$ cat config.mk
export PLATFORM = sky130hd
export DESIGN_NAME = lsu_ctrl
export DESIGN_NICKNAME = d
export VERILOG_FILES = /design/src/rtl/lsu_ctrl.sv
export SDC_FILE = /design/constraint.sdc
export NUM_CORES = 1
export LEC_CHECK = 0
export BUFFER_PORTS_ARGS = -buffer_cell sky130_fd_sc_hd__buf_2
export CAP_MARGIN = 20
export CORE_UTILIZATION = 51
export DETAILED_ROUTE_END_ITERATION = 6
export GPL_TIMING_DRIVEN = 0
export PLACE_DENSITY = 0.79
export SLEW_MARGIN = 30
export SYNTH_ARGS = -nofsm -noshare
export SYNTH_HDL_FRONTEND = slang
export SYNTH_SLANG_ARGS = --single-unit
$ cat constraint.sdc
create_clock -name clk -period 3 [get_ports clk]
set_input_delay 0.45 -clock clk [delete_from_list [all_inputs] [get_ports clk]]
set_output_delay 0.45 -clock clk [all_outputs]
set_load 0.05 [all_outputs]
$ cat src/rtl/lsu_ctrl.sv
// Load/store sequencer: turns byte/half/word requests into word-aligned MEMORY
// accesses, extends load lanes and merges sub-word stores via read-modify-write.
module lsu_ctrl #(
  parameter int WIDTH      = 32,
  parameter int ADDR_WIDTH = 32
) (
  input  logic                  clk,
  input  logic                  rst,
  input  logic                  req_valid_i,
  output logic                  req_ready_o,
  input  logic                  req_we_i,
  input  logic [1:0]            req_size_i,
  input  logic                  req_unsigned_i,
  input  logic [ADDR_WIDTH-1:0] req_addr_i,
  input  logic [WIDTH-1:0]      req_wdata_i,
  output logic                  resp_valid_o,
  output logic [WIDTH-1:0]      resp_rdata_o,
  output logic                  resp_err_o,
  output logic                  memread_o,
  output logic                  memwrite_o,
  output logic [ADDR_WIDTH-1:0] memaddr_o,
  output logic [WIDTH-1:0]      memwdata_o,
  input  logic [WIDTH-1:0]      memrdata_i
);

  localparam logic [2:0] IDLE = 3'd0;
  localparam logic [2:0] RD   = 3'd1;
  localparam logic [2:0] CAP  = 3'd2;
  localparam logic [2:0] WR   = 3'd3;
  localparam logic [2:0] RESP = 3'd4;

  localparam logic [1:0] SZ_B = 2'b00;
  localparam logic [1:0] SZ_H = 2'b01;
  localparam logic [1:0] SZ_W = 2'b10;

  logic [2:0]            state;
  logic                  we_q;
  logic [1:0]            size_q;
  logic                  uns_q;
  logic [ADDR_WIDTH-1:0] addr_q;
  logic [15:0]           wdata_q;
  logic [WIDTH-1:0]      merge_q;
  logic [WIDTH-1:0]      rdata_q;
  logic                  err_q;

  logic                  accept;
  logic                  req_err;
  logic [7:0]            byte_sel;
  logic [15:0]           half_sel;
  logic [WIDTH-1:0]      load_ext;
  logic [WIDTH-1:0]      merged;

  assign accept = req_valid_i && req_ready_o;

  // NOTE: every always_comb output gets a default first so no path leaves it unassigned (no latch).
  always_comb begin
    req_err = 1'b0;
    case (req_size_i)
      SZ_B:    req_err = 1'b0;
      SZ_H:    req_err = req_addr_i[0];
      SZ_W:    req_err = |req_addr_i[1:0];
      default: req_err = 1'b1;
    endcase
  end

  // Little-endian lane selection off the captured request address.
  always_comb begin
    byte_sel = memrdata_i[{addr_q[1:0], 3'b000} +: 8];
    half_sel = memrdata_i[{addr_q[1], 4'b0000} +: 16];
    load_ext = memrdata_i;
    merged   = memrdata_i;
    case (size_q)
      SZ_B: begin
        load_ext = {{(WIDTH-8){~uns_q & byte_sel[7]}}, byte_sel};
        merged[{addr_q[1:0], 3'b000} +: 8] = wdata_q[7:0];
      end
      SZ_H: begin
        load_ext = {{(WIDTH-16){~uns_q & half_sel[15]}}, half_sel};
        merged[{addr_q[1], 4'b0000} +: 16] = wdata_q;
      end
      default: begin
        load_ext = memrdata_i;
        merged   = memrdata_i;
      end
    endcase
  end

  // NOTE: sequential state uses non-blocking assignments so all registers update from pre-edge values.
  always_ff @(posedge clk) begin
    if (rst) begin
      state   <= IDLE;
      we_q    <= 1'b0;
      size_q  <= 2'b00;
      uns_q   <= 1'b0;
      addr_q  <= '0;
      wdata_q <= '0;
      merge_q <= '0;
      rdata_q <= '0;
      err_q   <= 1'b0;
    end else begin
      case (state)
        IDLE: begin
          if (accept) begin
            we_q    <= req_we_i;
            size_q  <= req_size_i;
            uns_q   <= req_unsigned_i;
            addr_q  <= req_addr_i;
            wdata_q <= req_wdata_i[15:0];
            merge_q <= req_wdata_i;
            rdata_q <= '0;
            err_q   <= req_err;
            if (req_err)                             state <= RESP;
            else if (req_we_i && req_size_i == SZ_W) state <= WR;
            else                                     state <= RD;
          end
        end
        RD: state <= CAP;
        CAP: begin
          if (we_q) begin
            merge_q <= merged;
            state   <= WR;
          end else begin
            rdata_q <= load_ext;
            state   <= RESP;
          end
        end
        WR:      state <= RESP;
        RESP:    state <= IDLE;
        default: state <= IDLE;
      endcase
    end
  end

  // Outputs are gated by rst so an aborted write never reaches MEMORY.
  assign req_ready_o  = (state == IDLE) && !rst;
  assign resp_valid_o = (state == RESP) && !rst;
  assign resp_rdata_o = resp_valid_o ? rdata_q : '0;
  assign resp_err_o   = resp_valid_o && err_q;
  assign memread_o    = (state == RD) && !rst;
  assign memwrite_o   = (state == WR) && !rst;
  assign memaddr_o    = (memread_o || memwrite_o) ? {addr_q[ADDR_WIDTH-1:2], 2'b00} : '0;
  assign memwdata_o   = memwrite_o ? merge_q : '0;

endmodule

==> impl_metrics.csv <==
group,metric,value,unit
die,start_util,52.2,%
worst_setup_path,cp_max_fo,19,
logic_synthesis,ys_seq_area_share,38.3,%
placed_design,dpl.hpwl,14900,um
logic_synthesis,synth_edf_count,0,
placed_design,port_buffers,201,
worst_setup_path,r2r_start,"addr_q[1]",
finish,final_nets,1057,
detailed_routing,drt_pass1_iterations,5,
global_routing,grt_usage,31.9,%
die,die_y,113,um
finish,antenna_cells,0,
sta,setup_slack,145,ps
worst_setup_path,timing.rr.end,"merge_q[7]",
worst_setup_path,r2r_slack,140,ps
sta,fin_crit_sh,95.2,%
worst_setup_path,crit_end,"merge_q[7]",
logic_synthesis,synth-adder-area-share,0.998,%
global_routing,antenna_found_initial,0,
logic_synthesis,synth_xor_area_share,0,%
min_path,hp-class,"primary input to flop",
sta,report.final.slew_viol_count,0,
sta,worst-slew-pin-transition,638,ps
placed_design,routabilityCongestion,0.937,
detailed_routing,wl,20000,um
clocking,worst_skew_pair.late_latency,420,ps
sta,finalHoldViolations,0,
worst_setup_path,crit_path_top_delay_cell,"or4b_1",
clocking,clock_tree.htree_level_count,4,
worst_setup_path,end_kind,"flop",
worst_setup_path,crit_path_cell_trace,"buf_2, buf_2, inv_1, ha_1, or4b_1, a21oi_2, a221oi_1, o2bb2ai_1",
finish,stdcell_count,1109,
logic_synthesis,synth_top_family_by_area,"compound AO/OA/AOI/OAI gates",
die,core_area,0.0120,mm^2
logic_synthesis,yosysUniqueCellTypes,56,
die,die_width,113,um
worst_setup_path,startpoint_type,"flop",
clocking,cts.sinks,120,
sta,slew_headroom,57.3,%
worst_setup_path,worstRegToRegCells,8,
global_routing,grt_pass1_vias,5961,
worst_setup_path,crit_arrival,3210,ps
sta,setup_viol,0,
run,drv_cap,0,
global_routing,grt_pass1_wl,31300,um
logic_synthesis,synth_warnings,0,
global_routing,grt_overflow,0,
min_path,hold_start,"req_addr_i[24]",
placed_design,place_ws,-285,ps
finish,layout_common_cells,"buf_2, dfxtp_1, o21ai_0",
power_and_ir_drop,ir_drop,0.000259,V
sta,finalCriticalPeriod,2860,ps
worst_setup_path,worstSetupPathType,"flop to flop",
detailed_routing,drc_errors,0,
clocking,cts_tree,"done",
worst_setup_path,crit_start,"addr_q[1]",
placed_design,dpl.cell_count,1078,
die,rows,40,
logic_synthesis,post_synth.cell_area_avg,8.60,um^2
sta,skew,7.09,ps
clocking,cts.clk_slew.worst_paths,60,ps
die,dieArea,0.0127,mm^2
detailed_routing,post_drt_via_cell_ratio,5.85,
finish,final_common_cell,"buf_2",
logic_synthesis,ys.flop_type,"dfxtp_1",
detailed_routing,ant_nets,0,
worst_setup_path,cpPeakStageDelay,520,ps
logic_synthesis,yosys.area_share.simple,21.3,%
finish,drive_gt1_share,30.0,%
logic_synthesis,syn_area,0.00627,mm^2
logic_synthesis,synth.area.mux_share,2.46,%
logic_synthesis,synthCells,729,
detailed_routing,drt-initial-drc-count,665,
detailed_routing,num_vias,6485,
clocking,clockRootBuffer,"clkbuf_16",
logic_synthesis,ys_ff_latch,120,
clocking,numCtsBuffers,17,
sta,clock.fmax,350,MHz
power_and_ir_drop,p_per_area,572,mW/mm^2
worst_setup_path,crit_top_cell,"buf_2",
global_routing,grt_max_degree,20,
worst_setup_path,worst_ep_required_time,3350,ps
finish,syn2layout_area_growth,29.1,%
logic_synthesis,synth_compound_area_share,30.4,%
logic_synthesis,async_flop_share,0,%
die,num_io_pins,204,
clocking,cts_buffer_depth,2,
power_and_ir_drop,p_leak,3.55,nW
detailed_routing,wl_per_cell,18.0,um
sta,rsz0062_at_grt,"false",
status,status,"complete, no violations",
==> routing by layer <==
layer  track usage [%]  part of all wire, %  up-vias
li1                  -                    -     3064
met1              42.7                   45     3049
met2              50.5                   45      325
met3              6.00                  7.3       47
met4              13.7                  2.7        0
met5                 0                    0        -
==> final cells by class <==
cell class / instances / area, um^2
clock inverter: 11 / 145
timing repair buffer: 201 / 1010
multi-input combinational: 525 / 3470
tap: 147 / 184
clock buffer: 21 / 480
buffer: 65 / 327
sequential: 120 / 2400
inverter: 19 / 71.3
fill: 1037 / 3920
==> flip-flops by register name, indices dropped and copies added, names as in the netlist <==
register  flops
wdata_q      16
uns_q         1
size_q        2
we_q          1
addr_q       32
err_q         1
merge_q      32
rdata_q      32
state         3
==> cell usage after synthesis (7+ instances only) <==
library cell	count	share of area (%)
nand2_1	66	4.0
o21ai_0	94	7.5
a221oi_1	15	2.1
a21boi_0	9	1.1
o2bb2ai_1	41	5.7
o31ai_1	11	1.3
and2_1	67	6.7
nor2_1	43	2.6
a221o_1	16	2.6
o211a_1	7	1.1
mux2_2	9	1.6
a21oi_1	10	0.80
o211ai_1	7	0.84
a32oi_1	7	0.98
nand2b_1	48	4.8
a32o_1	8	1.3
a21o_1	12	1.4
buf_2	15	1.2
buf_4	13	1.6
clkbuf_1	35	2.1
inv_1	19	1.1
dfxtp_1	120	38
o311a_1	7	1.1
==> repair_timing <==
item / in CTS / in global routing
gates cloned: 0 / 0
hold buffers: 0 / 0
pin swaps: 0 / 0
setup buffers: 0 / 0
gates resized for setup: 1 / 2
setup endpoints to repair: 17 / 28
==> critical path: cells and delay by family, from the launching register on <==
kind / cells / cell delay, ps
buffers and inverters: 3 / 820
flip-flops: 1 / 410
adder cells (fa/ha/maj): 1 / 350
AND/OR/NAND/NOR: 1 / 520
AO/OA/AOI/OAI: 3 / 690
==> where the power goes <==
part	leakage (nW)	internal, W	switching (W)
Sequential	0.983	0.00171	0.0000736
Clock	0.289	0.00139	0.000764
Combinational	2.28	0.000253	0.000430
Total	3.55	0.00336	0.00127
==> kinds of logic (layout without fill, tap and decap cells) <==
| logic type | count (synthesis) | count (layout) |
|---|---|---|
| other cells | 1 | 2 |
| mux | 13 | 13 |
| fa+ha+maj | 5 | 5 |
| flops | 120 | 120 |
| buf+inv | 85 | 317 |
| simple gates | 245 | 245 |
| compound gates | 260 | 260 |
==> how the worst min path moves through the flow <==
stage	cells past startpoint	to	slack [ps]
after floorplan	1	err_q	420
after global placement	1	merge_q[7]	440
after detailed placement	1	merge_q[14]	440
after CTS	3	addr_q[24]	210
after global routing	3	addr_q[2]	220
final	3	addr_q[24]	220
==> per-stage QoR <==
step	cell area, um^2	util [%]	total power (W)	setup TNS (ps)	hold slack [ps]
after detailed placement	7460	62.1	0.00248	-2110	440
after CTS	8090	67.3	0.00461	0	214
after global placement	7460	62.1	0.00247	-1580	440
after floorplan	6270	-	0.00223	0	424
final	8090	67.3	0.00463	0	220
after global routing	8090	67.3	0.00478	0	223
No activity file was read; power rests on OpenSTA's default activity.
